===== src/rtl/fp_sqrt_arb_pkg.sv =====
// Shared types and constants for the square-root arbiter.
// Bypass encodings follow IEEE-754 single precision.
package fp_sqrt_arb_pkg;

   typedef enum logic [1:0] {
      ST_IDLE  = 2'd0,
      ST_ISSUE = 2'd1,
      ST_BUSY  = 2'd2,
      ST_RESP  = 2'd3
   } state_t;

   localparam logic [31:0] QNAN     = 32'h7FC0_0000;
   localparam logic [31:0] NEG_ZERO = 32'h8000_0000;
   localparam int          SIGN_BIT = 31;

   // sqrt(-0) is -0; every other negative operand has no real root.
   function automatic logic [31:0] bypass_result(input logic [31:0] op);
      return (op == NEG_ZERO) ? NEG_ZERO : QNAN;
   endfunction

endpackage


===== src/rtl/rr_arbiter.sv =====
// Round-robin picker: first request at or after ptr_i, wrapping; combinational, no backpressure.
// Grant is one-hot with a matching encoded index; all zero when nothing requests.
module rr_arbiter #(
   parameter int N_REQ = 4
) (
   input  logic [N_REQ-1:0]         req_i,
   input  logic [$clog2(N_REQ)-1:0] ptr_i,
   output logic [N_REQ-1:0]         gnt_o,
   output logic [$clog2(N_REQ)-1:0] idx_o
);

   localparam int IW = $clog2(N_REQ);

   logic [IW:0]   sum;
   logic [IW-1:0] j;
   logic          found;

   always_comb begin
      gnt_o = '0;
      idx_o = '0;
      found = 1'b0;
      sum   = '0;
      j     = '0;
      for (int k = 0; k < N_REQ; k++) begin
         sum = {1'b0, ptr_i} + (IW+1)'(k);
         if (sum >= (IW+1)'(N_REQ)) sum = sum - (IW+1)'(N_REQ);
         j = sum[IW-1:0];
         if (!found && req_i[j]) begin
            found    = 1'b1;
            gnt_o[j] = 1'b1;
            idx_o    = j;
         end
      end
   end

endmodule


===== src/rtl/fp_sqrt_arbiter.sv =====
// Shares one iterative sqrt core among N_REQ requesters; one op in flight, negatives bypass the core.
// Bypass answers 1 cycle after accept, core path 2+L; requests stall (req_ready=0) until the response is taken.
module fp_sqrt_arbiter
   import fp_sqrt_arb_pkg::*;
#(
   parameter int N_REQ   = 4,
   parameter int TIMEOUT = 64
) (
   input  logic                 clk,
   input  logic                 rst_n,
   input  logic [N_REQ-1:0]     req_valid,
   input  logic [32*N_REQ-1:0]  req_data,
   output logic [N_REQ-1:0]     req_ready,
   output logic [N_REQ-1:0]     resp_valid,
   output logic [31:0]          resp_data,
   output logic                 resp_err,
   input  logic [N_REQ-1:0]     resp_ready,
   output logic                 core_start,
   output logic [31:0]          core_in,
   input  logic                 core_done,
   input  logic [31:0]          core_result,
   output logic                 core_abort
);

   localparam int IW = $clog2(N_REQ);
   localparam int CW = $clog2(TIMEOUT);

   state_t            state_q;
   logic [IW-1:0]     rr_ptr_q, rr_ptr_d, owner_q;
   logic [CW-1:0]     cnt_q;
   logic [N_REQ-1:0]  resp_valid_q, owner_oh;
   logic [31:0]       resp_data_q, core_in_q, sel_op;
   logic              resp_err_q, core_start_q, core_abort_q;
   logic [N_REQ-1:0]  gnt;
   logic [IW-1:0]     gnt_idx;

   rr_arbiter #(.N_REQ(N_REQ)) u_rr (
      .req_i (req_valid),
      .ptr_i (rr_ptr_q),
      .gnt_o (gnt),
      .idx_o (gnt_idx)
   );

   always_comb begin
      sel_op = '0;
      for (int k = 0; k < N_REQ; k++)
         if (gnt[k]) sel_op = req_data[32*k +: 32];
   end

   assign owner_oh  = N_REQ'(1) << owner_q;
   assign rr_ptr_d  = (owner_q == IW'(N_REQ-1)) ? '0 : owner_q + IW'(1);
   assign req_ready = (rst_n && state_q == ST_IDLE) ? gnt : '0;

   assign resp_valid = resp_valid_q;
   assign resp_data  = resp_data_q;
   assign resp_err   = resp_err_q;
   assign core_start = core_start_q;
   assign core_in    = core_in_q;
   assign core_abort = core_abort_q;

   always_ff @(posedge clk or negedge rst_n) begin
      if (!rst_n) begin
         state_q      <= ST_IDLE;
         rr_ptr_q     <= '0;
         owner_q      <= '0;
         cnt_q        <= '0;
         resp_valid_q <= '0;
         resp_data_q  <= '0;
         resp_err_q   <= 1'b0;
         core_start_q <= 1'b0;
         core_in_q    <= '0;
         core_abort_q <= 1'b0;
      end else begin
         core_start_q <= 1'b0;
         core_abort_q <= 1'b0;
         case (state_q)
            ST_IDLE: if (|req_valid) begin
               owner_q   <= gnt_idx;
               core_in_q <= sel_op;
               if (sel_op[SIGN_BIT]) begin
                  resp_data_q  <= bypass_result(sel_op);
                  resp_err_q   <= 1'b0;
                  resp_valid_q <= gnt;
                  state_q      <= ST_RESP;
               end else begin
                  core_start_q <= 1'b1;
                  state_q      <= ST_ISSUE;
               end
            end
            ST_ISSUE: begin
               cnt_q   <= '0;
               state_q <= ST_BUSY;
            end
            // A done arriving on the timeout cycle still wins over the abort.
            ST_BUSY: if (core_done) begin
               resp_data_q  <= core_result;
               resp_err_q   <= 1'b0;
               resp_valid_q <= owner_oh;
               state_q      <= ST_RESP;
            end else if (cnt_q == CW'(TIMEOUT-1)) begin
               resp_data_q  <= QNAN;
               resp_err_q   <= 1'b1;
               core_abort_q <= 1'b1;
               resp_valid_q <= owner_oh;
               state_q      <= ST_RESP;
            end else begin
               cnt_q <= cnt_q + CW'(1);
            end
            ST_RESP: if (resp_ready[owner_q]) begin
               resp_valid_q <= '0;
               rr_ptr_q     <= rr_ptr_d;
               state_q      <= ST_IDLE;
            end
            default: state_q <= ST_IDLE;
         endcase
      end
   end

endmodule


===== config.mk =====
export PLATFORM = sky130hd
export DESIGN_NAME = fp_sqrt_arbiter
export DESIGN_NICKNAME = d
export VERILOG_FILES = /design/src/rtl/fp_sqrt_arb_pkg.sv /design/src/rtl/rr_arbiter.sv /design/src/rtl/fp_sqrt_arbiter.sv
export SDC_FILE = /design/constraint.sdc
export NUM_CORES = 1
export LEC_CHECK = 0
export CAP_MARGIN = 30
export CORE_MARGIN = 5
export CORE_UTILIZATION = 41
export DETAILED_ROUTE_END_ITERATION = 12
export PLACE_DENSITY = 0.84
export SLEW_MARGIN = 40
export SYNTH_ARGS = -nofsm -noshare
export SYNTH_HDL_FRONTEND = slang
export SYNTH_HIERARCHICAL = 1
export SYNTH_SLANG_ARGS = --single-unit

===== constraint.sdc =====
create_clock -name clk -period 5.3 [get_ports clk]
set_input_delay 0.795 -clock clk [delete_from_list [all_inputs] [get_ports clk]]
set_output_delay 0.795 -clock clk [all_outputs]
set_load 0.02 [all_outputs]

# Yosys cells after proc, flatten, opt, wreduce, memory -nomap -nowiden
# Index checks and enable logic that the tools add are counted.
# word_totals
input_bits	171
wordCells	141
regBits	83
out_inout_bits	75
# classes
n_bitwise	3
n_mux	71
reduce_logical	22
shift	1
n_lt_le_gt_ge	13
n_addsub	9
n_eq_ne	12
# ops
op	n
$mux 32	9
$pmux 32 s2	1
$mux 4	10
$eq 32x32->1 const B	1
$mux 2	14
$mux 1	22
$lt 2x3->1 const B	5
$mux 6	2
$or 4x4->4	3
$pmux 4 s3	1
$pmux 6 s2	1
$bmux 1 s2	5
$ge 3x3->1 const B	3
$demux 1 s2	4
$ge 2x1->1 const B	4
$logic_and 1x1->1	8
$ne 2x2->1 const B	4
$pmux 2 s4	1
$sub 2x1->2 const B	4
$add 2x2->3 const B	2
$add 6x1->6 const B	1
$eq 2x2->1 const B	3
$eq 6x6->1 const B	1
$reduce_and 3->1	2
other kinds (16)	20

# Depth between registers and ports, before layout
# Gate-level depths: netlist of run 1.
# depth
depth_word	23
depth_mapped	17
mapped_depth_nobuf	12

# Hierarchy
# The synthesis of run 1 kept the hierarchy.
# modules_own_cells
mod	seq_area_each_um2	cells_each	area_each_um2	n_inst
fp_sqrt_arbiter	2077.0	465	4413.0	1
rr_arbiter	0.0	48	404.1	1

# Worst setup path before layout of run 1
# Ideal clock, no wire load.
# synth_timing
kind	register to register
start	register rr_ptr_q[0]
end	register resp_data_q[22] (netlist: resp_data[22])
setup_time_ns	0.127
synth_period_minus_slack_ns	3.677
path_buffers	5
t_required_ns	5.173
stages_incl_launch_ff	18
arrival_time_ns	3.551
slack_ns	1.623
cell_sequence	dfrtp_1 -> buf_2 -> inv_1 -> ha_1 -> mux4_2 -> nor2b_1 -> a22oi_1 -> o21ai_0 -> buf_2 -> inv_1 -> buf_2 -> buf_2 -> o22ai_1 -> o22ai_1 -> nor4_1 -> and4b_1 -> buf_4 -> a21oi_1
# synth_between
word_cells_on_any_way	70
cone_classes	7 x add/sub; 12 x order compare; 2 x eq/ne; 35 x mux; 3 x bitwise; 11 x reduce/logical
# synth_rtl
item	line	source
start: declaration	fp_sqrt_arbiter.sv:29	logic [IW-1:0] rr_ptr_q, rr_ptr_d, owner_q;
start signal: assignment	fp_sqrt_arbiter.sv:111	rr_ptr_q <= rr_ptr_d;
parallel branches: the longest is 13 deep, another holds $add 2x1->3	n/a	
$mux 4 *	rr_arbiter.sv:28	if (!found && req_i[j]) begin
named net gnt[3]	fp_sqrt_arbiter.sv:34	logic [N_REQ-1:0] gnt;
$mux 32 *	fp_sqrt_arbiter.sv:47	if (gnt[k]) sel_op = req_data[32*k +: 32];
$eq 32x32->1	fp_sqrt_arb_pkg.sv:18	return (op == NEG_ZERO) ? NEG_ZERO : QNAN;
$mux 32	fp_sqrt_arb_pkg.sv:18	
$mux 32	fp_sqrt_arbiter.sv:80	if (sel_op[SIGN_BIT]) begin
$mux 32	fp_sqrt_arbiter.sv:77	ST_IDLE: if (|req_valid) begin
$pmux 32 s2	fp_sqrt_arbiter.sv:76	case (state_q)
end signal: assignment	fp_sqrt_arbiter.sv:81	resp_data_q <= bypass_result(sel_op);
end signal: assignment	fp_sqrt_arbiter.sv:96	resp_data_q <= core_result;
end: declaration	fp_sqrt_arbiter.sv:32	logic [31:0] resp_data_q, core_in_q, sel_op;
# Mark *: on every way through the listed nets, which the timed path passes. The select of a mux whose other input is x is not followed.
# A chain may end at the register's enable or synchronous reset.

# Worst setup path in the final report of run 1
# layout_timing
start	register rr_ptr_q[0]
end	register resp_data_q[28] (netlist: resp_data[28])
# Same word-level chain as after synthesis.

==> results by group, run 1 <==
Status
  • Status: complete, no violations

Worst setup path
  • CP bufs+invs: 2
  • Critical Path, Cell by Cell: inv_1, ha_1, mux4_2, nor2b_1, a22oi_1, o21ai_1, nand2b_1, buf_4, o21ai_0, o31ai_1, nand2_2, and4b_1, a21oi_1
  • Crit path max fanout: 30
  • Arr. time, crit path: 4.99 ns
  • Crit Path Category: register to register
  • Worst setup EP type: register
  • Largest stage delay, worst path: 0.71 ns
  • R2R setup slack: 0.51 ns
  • CP max stage cell: dfrtp_1
  • Worst endpoint required time: 5.50 ns
  • Crit start category: register
  • Kind of cell adding the most delay to the critical path: compound AO/OA/AOI/OAI gates

Synthesis
  • Cells after Synth: 513
  • Netlist cell types: 54
  • Seq/Total Area, Yosys: 0.431
  • Seq cells post-synth: 83
  • Syn Std Cell Area: 4820 um2
  • Cell taking the most area after synthesis: dfrtp_1
  • Post-synth ARST share: 1.00
  • Warnings, synthesis: 6
  • Primary FF master, synth: dfrtp_1
  • Synthesized Nets: 698
  • Post-synth EDFFs: 0
  • Post-Syn Area per Cell: 9.39 um2
  • Yosys top cell area share: 0.431
  • Dominant cells by area after synthesis: dfrtp_1 43%, nand2_1 6.9%, a221oi_1 4.9%

Global routing
  • Largest net degree at the start of global routing: 68
  • Initial antenna violation count: 0
  • Remaining global-route overflow: 0
  • Vias in the first global route: 5128
  • GRT Overall Usage: 0.241
  • First-pass GRT wire length: 27600 um

Power and ir drop
  • P_leak: 0.00307 uW
  • Max VDD drop: 427 uV
  • PwrDens: 662 nW/um2
  • Power, Total: 5040 uW

Floorplan
  • Core box area: 11500 um2
  • Die W: 118 um
  • Die height: 118 um
  • # rows: 39
  • Number of I/O pins: 246
  • Starting Density: 0.420
  • Die Area: 14000 um2

Layout
  • Ant diodes: 0
  • FILL cells: 911
  • Synth-to-Final Area Change: 58.1%
  • Final nets: 921
  • Multi-input gate area: 2520 um2
  • Post-layout util: 0.664
  • Layout cell share with drive strength beyond 1: 0.0580
  • FF+latch area: 2080 um2

Clock tree
  • # Post-CTS Setup Buffers: 0
  • Max clock buf depth: 2
  • H-tree depth: 3
  • Post-cts sizing count: 0
  • Clock root buffer: clkbuf_16
  • Post-CTS Hold Fix Bufs: 0
  • Clock sinks: 83
  • CTS clk-pin slew, worst paths: 0.07 ns
  • CTS tree: done
  • Worst skew pair latency: 0.34 ns
  • Num CTS Buffers: 9

Timing
  • Final setup fails: 0
  • Tmin final: 4.79 ns
  • Max Freq: 209 MHz
  • Final hold vios: 0
  • Max Slew Vio Count: 0
  • Clk_skew: 0.00893 ns
  • Slew headroom: 0.505
  • Total negative slack: 0 ns
  • WHS: 0.478 ns
  • Final setup margin: 0.507 ns
  • Unrepaired setup endpoints after global routing: no
  • Worst Max-Slew Pin Slew: 0.735 ns
  • Final period util: 0.904

Placement
  • I/O Buffers: 245
  • Placer Congestion: 0.977
  • Final HPWL DP: 13500 um
  • Place WS: 0.0388 ns

Route
  • Routed Antenna Nets: 0
  • Vias: 5087
  • Routed len/inst: 19.8 um
  • DRT iter0 DRCs: 438
  • Vias per cell: 5.75
  • Final WL: 17500 um
  • Drt pass-1 iters: 7
  • Residual DRC count: 0

Job
  • Max_cap viols: 0

Min path
  • Hold Crit Class: input port to async pin
-- cells in the mapped netlist (4+ instances only) --
library cell,instances
nand2_1,89
dfrtp_1,83
o21ai_0,40
buf_2,10
and3_1,5
a22oi_1,8
clkbuf_1,23
o22ai_1,37
ha_1,14
a21oi_1,15
nor2_1,15
nor3b_1,5
nor2b_1,7
mux2i_1,14
inv_1,12
a221oi_1,27
mux4_2,5
mux2_2,5
nand2b_1,15
o31ai_1,30
nor4_1,4
-- per-layer routing --
layer	GRT usage	up-vias	wire length, um
li1	-	2371	-
met5	0	-	0
met4	0.0843	0	436
met2	0.396	231	8570
met1	0.313	2453	7350
met3	0.0578	32	1170
-- layout by cell type (no fill, tap or decap), types with 3 or more instances in the layout --
cell type,count
clkbuf_16,9
o21ai_0,38
buf_4,8
o31ai_1,30
nor2b_1,7
inv_6,3
and3_1,5
mux2i_1,14
a211o_1,3
nand2_1,89
inv_1,11
nand3_1,3
nor3b_1,5
mux2_2,5
nor4_1,4
ha_1,14
mux4_2,5
a221oi_1,27
a221o_1,3
a22oi_1,8
a21oi_1,15
nor2_1,15
o22ai_1,37
clkdlybuf4s50_1,244
nand2b_1,14
dfrtp_1,83
-- through the flow --
step           cells  cell area, um2
2_1_floorplan    513            4820
3_3_place_gp     868            7310
3_5_place_dp     868            7320
4_1_cts          884            7620
5_1_grt          884            7620
6_report         884            7620
-- flip-flops by register name, summed over array words and instances, names as in the netlist --
| register | count |
|---|---|
| resp_data | 32 |
| core_abort | 1 |
| core_in | 32 |
| resp_err | 1 |
| resp_valid | 4 |
| state_q | 2 |
| rr_ptr_q | 2 |
| core_start | 1 |
| cnt_q | 6 |
| owner_q | 2 |
-- logic make-up (layout without fill, tap and decap cells) --
family	after synthesis	in the layout	share of synthesized area
DFF	83	83	0.431
buffers and inverters	52	280	0.0488
xor gates and xnor gates	3	3	0.00546
and+or+nand+nor	154	154	0.153
muxes	24	24	0.0642
adders and majority gates	14	14	0.0364
AOI/OAI and AO/OA	183	183	0.261
-- power by group --
group	internal (uW)	total [uW]	switching, uW
Combinational	1380	3330	1950
Sequential	904	1090	190
Clock	331	612	281
-- final timing paths --
kind	from	to	cells past startpoint
max	rr_ptr_q[0]	resp_data[28]	13
min	rst_n	core_in[23]	1
max reg2reg	rr_ptr_q[0]	resp_data[28]	13
min reg2reg	core_in[30]	core_in[30]	2
max in group asynchronous	rst_n	rr_ptr_q[0]	2
min in group clk	core_in[30]	core_in[30]	2
-- worst register-to-register path, stage by stage, from the launching register on --
cell      delay [ns]
dfrtp_1         0.71
inv_1           0.14
ha_1            0.42
mux4_2          0.45
nor2b_1         0.33
a22oi_1         0.11
o21ai_1         0.47
nand2b_1        0.18
buf_4           0.31
o21ai_0         0.16
o31ai_1         0.63
nand2_2         0.10
and4b_1         0.52
a21oi_1         0.13
-- final cells by class --
| cell class | instances | area share |
|---|---|---|
| multi-input cells | 378 | 0.331 |
| repair buffers | 252 | 0.329 |
| flip-flops and latches | 83 | 0.273 |
| clock buffers | 9 | 0.0296 |
| well taps | 143 | 0.0235 |
| clock inverters | 7 | 0.00920 |
| inverters | 12 | 0.00591 |
No activity file was read; power rests on OpenSTA's default activity.
==> inputs of run 2 (changes only) <==
--- a/config.mk
+++ b/config.mk
@@ -6,7 +6,6 @@
 export NUM_CORES = 1
 export LEC_CHECK = 0
 export CAP_MARGIN = 30
-export CORE_MARGIN = 5
 export CORE_UTILIZATION = 41
 export DETAILED_ROUTE_END_ITERATION = 12
 export PLACE_DENSITY = 0.84
==> results by group, run 2 (synthesis results as in run 1) <==
Status
  • Status: complete, no violations

Clock tree
  • Post-CTS Hold Fix Bufs: 0
  • CTS clk-pin slew, worst paths: 0.07 ns
  • CTS tree: done
  • Clock sinks: 83
  • # Post-CTS Setup Buffers: 0
  • Clock root buffer: clkbuf_16
  • H-tree depth: 3
  • Post-cts sizing count: 0
  • Worst skew pair latency: 0.34 ns
  • Max clock buf depth: 2
  • Num CTS Buffers: 9

Layout
  • Synth-to-Final Area Change: 59.0%
  • Commonest non-fill, non-tap cells in the layout: 244 x clkdlybuf4s50_1, 89 x nand2_1, 83 x dfrtp_1
  • Ant diodes: 0
  • Layout cell share with drive strength beyond 1: 0.0593
  • Final std cells w/o fill: 885
  • Commonest non-fill, non-tap cell in the layout: clkdlybuf4s50_1
  • Final nets: 922

Power and ir drop
  • Sw Share: 0.469
  • Max VDD drop: 508 uV
  • Comb pwr share: 0.650
  • P_int: 2720 uW
  • P_leak: 0.00310 uW
  • Psw: 2400 uW
  • PwrDens: 669 nW/um2
  • Share of power burned in registers: 0.214
  • Clock share of power: 0.136

Route
  • Highest routing layer actually used: met4
  • Met3 wire length: 1310 um
  • Final WL: 17100 um
  • Vias per cell: 5.75
  • Routed len/inst: 19.4 um
  • Routed Antenna Nets: 0
  • Routed wl met2: 8520 um
  • Vias: 5090
  • Met1 WL: 6610 um
  • Residual DRC count: 0
  • DRT iter0 DRCs: 334
  • Drt pass-1 iters: 5

Worst setup path
  • Crit path max fanout: 16
  • Crit start category: register
  • R2R setup slack: 0.38 ns
  • Worst r2r path cells: 12
  • Worst endpoint required time: 4.51 ns
  • Worst r2r dst: resp_data[27]
  • Arr. time, crit path: 4.14 ns
  • Worst setup EP type: output pin
  • Crit Path Category: register to output pin
  • CP Capture Point: req_ready[3]
  • Worst r2r src: rr_ptr_q[0]
  • Critical Path Source: rr_ptr_q[0]

Global routing
  • First-pass GRT wire length: 25600 um
  • GRT Overall Usage: 0.284
  • Vias in the first global route: 5029
  • Remaining global-route overflow: 0
  • Initial antenna violation count: 0
  • Largest net degree at the start of global routing: 72

Timing
  • Slew headroom: 0.526
  • Tmin final: 4.94 ns
  • Max Slew Vio Count: 0
  • Worst Max-Slew Pin Slew: 0.705 ns
  • Final hold vios: 0
  • Unrepaired setup endpoints after global routing: no
  • Final setup fails: 0
  • Max Freq: 203 MHz
  • Clk_skew: 0.00585 ns
  • Final period util: 0.931
  • Total negative slack: 0 ns
  • WHS: 0.309 ns

Floorplan
  • Number of I/O pins: 246
  • Die Area: 12200 um2
  • # rows: 39
  • Core box area: 11400 um2
  • Die W: 110 um
  • Die height: 110 um
  • Starting Density: 0.422

Placement
  • I/O Buffers: 245
  • Placed insts: 869
  • Final HPWL DP: 13100 um
  • Placer Congestion: 0.926

Job
  • Max_cap viols: 0

Min path
  • Hold Crit Class: input port to async pin
-- run 2: layout make-up --
| class | count | area (um2) |
|---|---|---|
| Clock inverter | 6 | 93.8 |
| Fill cell | 928 | 3760 |
| Multi-Input combinational cell | 378 | 2510 |
| Timing Repair Buffer | 253 | 2510 |
| Clock buffer | 10 | 239 |
| Sequential cell | 83 | 2080 |
| Inverter | 12 | 45.0 |
| Tap cell | 143 | 179 |
-- run 2: metrics by stage --
stage / area (um2) / total power [uW] / utilization / setup WS, ns
after floorplan: 4820 / 3270 / - / 1.62
after global routing: 7660 / 5490 / 0.671 / 0.0616
final: 7660 / 5120 / 0.671 / 0.363
after detailed placement: 7330 / 4410 / 0.642 / -0.0555
after global placement: 7320 / 4290 / 0.641 / 0.170
after CTS: 7660 / 5130 / 0.671 / 0.211
-- run 2: critical path, cell delays in order, from the launching register on --
cell	delay (ns)
dfrtp_1	0.71
inv_1	0.14
ha_1	0.41
mux4_2	0.45
nor2b_1	0.33
a22oi_1	0.12
o21ai_0	0.59
buf_4	0.28
and3_1	0.16
clkdlybuf4s50_1	0.60
-- run 2: layer usage --
layer  vias to the layer above  GRT usage
met4                         0      0.134
met3                        45     0.0770
li1                       2369          -
met1                      2431      0.325
met2                       245      0.491
met5                         -          0
-- run 2: power by group through the flow --
stage | logic [uW] | clock network, uW | registers, uW
global route | 3630 | 737 | 1130
floorplan | 1940 | 0 | 1330
CTS | 3320 | 712 | 1090
global placement | 3200 | 0 | 1090
finish | 3330 | 696 | 1090
detailed placement | 3310 | 0 | 1110
-- run 2: worst min path at each step --
stage | startpoint | end | slack [ns] | depth (start not counted)
2_1_floorplan | rst_n | cnt_q[0] | 0.50 | 0
3_3_place_gp | resp_data[0] | resp_data[0] | 0.46 | 2
3_5_place_dp | core_in[25] | core_in[25] | 0.46 | 2
4_1_cts | rst_n | resp_data[11] | 0.30 | 1
5_1_grt | rst_n | resp_data[11] | 0.31 | 1
6_report | rst_n | resp_data[11] | 0.31 | 1
